==> config.mk <==
export PLATFORM = sky130hd
export DESIGN_NAME = dpram_sc_rd
export DESIGN_NICKNAME = d
export VERILOG_FILES = /design/src/rtl/dpram_sc_rd.sv
export SDC_FILE = /design/constraint.sdc
export NUM_CORES = 1
export LEC_CHECK = 0
export ABC_AREA = 0
export BUFFER_PORTS_ARGS = -buffer_cell sky130_fd_sc_hd__buf_2
export CAP_MARGIN = 20
export CORE_MARGIN = 2
export CORE_UTILIZATION = 40
export DETAILED_ROUTE_END_ITERATION = 8
export PLACE_DENSITY = 0.73
export SLEW_MARGIN = 40
export SYNTH_ARGS = -nofsm -noshare
export SYNTH_HDL_FRONTEND = slang
export SYNTH_SLANG_ARGS = --single-unit
==> constraint.sdc <==
create_clock -name ck -period 2.2 [get_ports ck]
set_input_delay 0.33 -clock ck [delete_from_list [all_inputs] [get_ports ck]]
set_output_delay 0.33 -clock ck [all_outputs]
set_load 0.02 [all_outputs]
==> src/rtl/dpram_sc_rd.sv <==
// Read-side controller for the single-clock dual-port FIFO RAM.
// Owns the read pointer, pops words into a registered valid/ready output stage.
module dpram_sc_rd #(
  parameter int aw = 2,
  parameter int dw = 8
) (
  input  logic          ck,
  input  logic          rst_n,
  input  logic [aw:0]   wptr,
  input  logic          flush,
  output logic          rd,
  output logic [aw-1:0] ra,
  input  logic [dw-1:0] dq,
  output logic [aw:0]   rptr,
  output logic          o_vld,
  input  logic          o_rdy,
  output logic [dw-1:0] o_dat,
  output logic          empty,
  output logic [aw+1:0] level,
  output logic          err
);

  localparam logic [aw:0] DEPTH = (aw+1)'(1) << aw;

  logic [aw:0]   r_rptr;
  logic          r_vld;
  logic [dw-1:0] r_dat;
  logic          r_err;

  logic [aw:0]   w_diff;
  logic          w_empty;
  logic          w_ld;
  logic          w_ovr;

  // Pointer difference wraps modulo 2^(aw+1); equal pointers with equal wrap bit mean empty.
  assign w_diff  = wptr - r_rptr;
  assign w_empty = (w_diff == '0);
  assign w_ld    = !w_empty && (!r_vld || o_rdy) && !flush;
  assign w_ovr   = (w_diff > DEPTH);

  assign rd    = w_ld & rst_n;
  assign ra    = r_rptr[aw-1:0];
  assign rptr  = r_rptr;
  assign o_vld = r_vld;
  assign o_dat = r_dat;
  assign empty = w_empty;
  assign level = {1'b0, w_diff} + {{(aw+1){1'b0}}, r_vld};
  assign err   = r_err;

  always_ff @(posedge ck or negedge rst_n) begin
    if (!rst_n) begin
      r_rptr <= '0;
      r_vld  <= 1'b0;
      r_dat  <= '0;
      r_err  <= 1'b0;
    end else begin
      if (flush) begin
        r_rptr <= wptr;
        r_vld  <= 1'b0;
      end else if (w_ld) begin
        r_dat  <= dq;
        r_vld  <= 1'b1;
        r_rptr <= r_rptr + (aw+1)'(1);
      end else if (r_vld && o_rdy) begin
        r_vld  <= 1'b0;
      end
      // Sticky overrun flag, independent of flush.
      if (w_ovr) r_err <= 1'b1;
    end
  end

endmodule

==> impl_metrics.env <==
export IMPL_cp_end_kind="primary output"
export IMPL_nets=129
export IMPL_grt_overflow=0
export IMPL_postPlaceCellArea_um2=1016
export IMPL_syn_avg_cell_area_um2=11.91
export IMPL_fmax_mhz=432.5
export IMPL_vias=638
export IMPL_postRouteAntennaNets=0
export IMPL_synth_top_family_by_area="simple AND/OR/NAND/NOR gates"
export IMPL_place_port_buffers=35
export IMPL_slew_headroom_pct=60.94
export IMPL_synthMuxAreaShare_pct=11.82
export IMPL_synth_commonest_cells="dfrtp_1, mux2_2, inv_1, ha_1, nand3_1"
export IMPL_cts_buffers_inserted=3
export IMPL_cts_tree="yes"
export IMPL_yosys_area_top_type="dfrtp_1"
export IMPL_status="finished with violations"
export IMPL_final_util_pct=63.33
export IMPL_finalClockSkew_ns=0.005689
export IMPL_wire_per_inst_um=12.51
export IMPL_post_synth_top_count_cell="dfrtp_1"
export IMPL_max_slew_worst_pin_slew_ns=0.5840
export IMPL_vdd_ir_drop_max_uv=783.8
export IMPL_syn_area_um2=762.0
export IMPL_cts_max_path_buffers=2
export IMPL_grt_pass1_wl_um=2739
export IMPL_crit_fanout=2
export IMPL_yosys_top_cells_area="dfrtp_1, mux2_2, ha_1"
export IMPL_clock_latency_ns=0.27
export IMPL_path_clk_slew_ns=0.08
export IMPL_clock_power_share_pct=8.8
export IMPL_grt_antenna_before_repair=0
export IMPL_synth_top_area_share_pct=42.69
export IMPL_drv_slew=0
export IMPL_drt_iter0_drc=5
export IMPL_routed_wl_um=1664
export IMPL_synth_xor_area_share_pct=7.389
export IMPL_grt_max_degree=14
export IMPL_synth_compound_area_share_pct=11.17
export IMPL_rows=15
export IMPL_swShare_pct=44.08
export IMPL_synth_edf_count=0
export IMPL_via_per_inst=4.797
export IMPL_async_flop_share_pct=100.0
export IMPL_antenna_cells=0
export IMPL_grt_usage_pct=17.73
export IMPL_fin_crit_sh_pct=105.1
export IMPL_comb_power_share_pct=67.1
export IMPL_min_delay_path_depth=2
export IMPL_violations="negative setup slack"
export IMPL_io_pins=36
export IMPL_finalHoldViolCount=0
export IMPL_drive_above_1_share_pct=61.11
export IMPL_fp_dieW_um=47.65
export IMPL_yosysWarnings=0
export IMPL_cp_arrival_ns=1.98
export IMPL_clock_sinks=13
export IMPL_gp_congestion=0.8521
export IMPL_hpwlAfterDp_um=1271
export IMPL_ys_flop_type="dfrtp_1"
export IMPL_p_seq_share_pct=24.1
export IMPL_max_cap_violations=0
export IMPL_syn_instance_count=64
export IMPL_intPower_mw=0.9364
export IMPL_whs_ns=0.2819
export IMPL_synth_fp_nets=84
export IMPL_yosysSeqAreaShare_pct=42.69
export IMPL_ys_ff_latch=13
export IMPL_area_growth_pct=46.63
export IMPL_netlist_cell_type_count=28
export IMPL_fin_ws_ns=-0.1120
export IMPL_p_total_mw=1.675
export IMPL_htree_num_levels=1
export IMPL_ff2ff_path_depth=6
export IMPL_fin_area_um2=1117
export IMPL_synth_adder_area_share_pct=9.195
export IMPL_dieArea_um2=2270
export IMPL_yosys_area_share_simple_pct=12.81
export IMPL_core_um2=1764
export IMPL_power_density_nw_per_um2=1499
export IMPL_root_buffer="clkbuf_4"
export IMPL_switchingPower_mw=0.7381
export IMPL_cp_start_kind="flip-flop"
export IMPL_setup_viol=4
export IMPL_firstDrtPassIters=4
export IMPL_p_leak_nw=0.5481
export IMPL_period_minus_slack_ns=2.312
export IMPL_die_h_um=47.65
export IMPL_worst_setup_path_type="flip-flop to primary output"
export IMPL_critical_path_required_ns=1.87
export IMPL_route_detailed_drc=0
export IMPL_start_util_pct=43.19
export IMPL_grt_setup_unrepaired="true"
export IMPL_grt_pass1_vias=600
export IMPL_hold_class="input port to flip-flop"
[cell usage in the layout (no fill, tap or decap), types with 2 or more instances in the layout]
| cell | n |
|---|---|
| nor2b_1 | 3 |
| buf_6 | 3 |
| inv_1 | 4 |
| ha_1 | 2 |
| ha_4 | 2 |
| nor2_1 | 2 |
| nand3_1 | 4 |
| mux2_2 | 8 |
| buf_4 | 8 |
| and3_1 | 2 |
| and2_4 | 2 |
| dfrtp_1 | 12 |
| clkbuf_4 | 3 |
| buf_2 | 31 |
[stage by stage]
stage	std cells	worst slack, ns	TNS, ns
floorplan	64	-0.05763	-0.05763
global placement	127	0.02475	0
detailed placement	127	0.01254	0
CTS	133	-0.1342	-0.3913
global route	133	-0.1892	-0.5896
finish	133	-0.1120	-0.2977
[cell type report]
type / instances / area, um2
Timing Repair Buffer: 43 / 259.0
Fill cell: 155 / 646.9
Inverter: 5 / 18.77
Multi-Input combinational cell: 43 / 455.4
Sequential cell: 13 / 326.6
Tap cell: 25 / 31.28
Clock buffer: 4 / 26.28
[cell families (layout without fill, tap and decap cells)]
group | count (synthesis) | in the layout
multiplexers | 8 | 8
XOR/XNOR | 3 | 3
flip-flops | 13 | 13
AND/OR/NAND/NOR | 18 | 18
AO/OA/AOI/OAI | 9 | 9
buffers and inverters | 8 | 52
adder cells (fa/ha/maj) | 5 | 5
[routing by layer]
metal	wire length [um]	up-vias	track usage [%]
met5	0	-	0
li1	-	313	-
met2	788	19	26.76
met1	816	306	26.27
met3	59	0	4.528
met4	0	0	3.243
[registers in the layout, indices dropped and copies added, names as in the netlist]
signal / cells
err: 1
o_vld: 1
rptr: 3
o_dat: 8
[power groups by stage]
stage / Sequential (mW) / Combinational [mW] / Clock (mW)
after detailed placement: 0.408 / 0.966 / 0
after CTS: 0.403 / 1.08 / 0.153
final: 0.404 / 1.12 / 0.147
after global routing: 0.418 / 1.22 / 0.169
after floorplan: 0.525 / 0.529 / 0
after global placement: 0.404 / 0.961 / 0
[critical path, stage by stage (launching register included)]
cell	delay [ns]
dfrtp_2	0.43
ha_4	0.16
fa_2	0.53
buf_4	0.13
inv_2	0.05
ha_4	0.15
xnor2_2	0.12
buf_4	0.15
[final timing paths]
| kind | from | endpoint | slack (ns) |
|---|---|---|---|
| hold reg to reg | err | err | 0.46 |
| hold / removal | dq[0] | o_dat[0] | 0.28 |
| setup reg to reg | rptr[0] | o_dat[5] | 0.12 |
| max in group asynchronous | rst_n | rptr[0] | 1.18 |
| setup / recovery | rptr[0] | level[2] | -0.11 |
| min in group asynchronous | rst_n | o_dat[0] | 0.60 |
[timing repair]
item                                   CTS  global route
endpoints found under the hold margin   13             0
pin swaps                                3             1
setup endpoints to repair                5             5
hold buffers                             1             0
buffers inserted                         1             0
gates resized for setup                 11             4
Power figures use the tool's default switching activity.
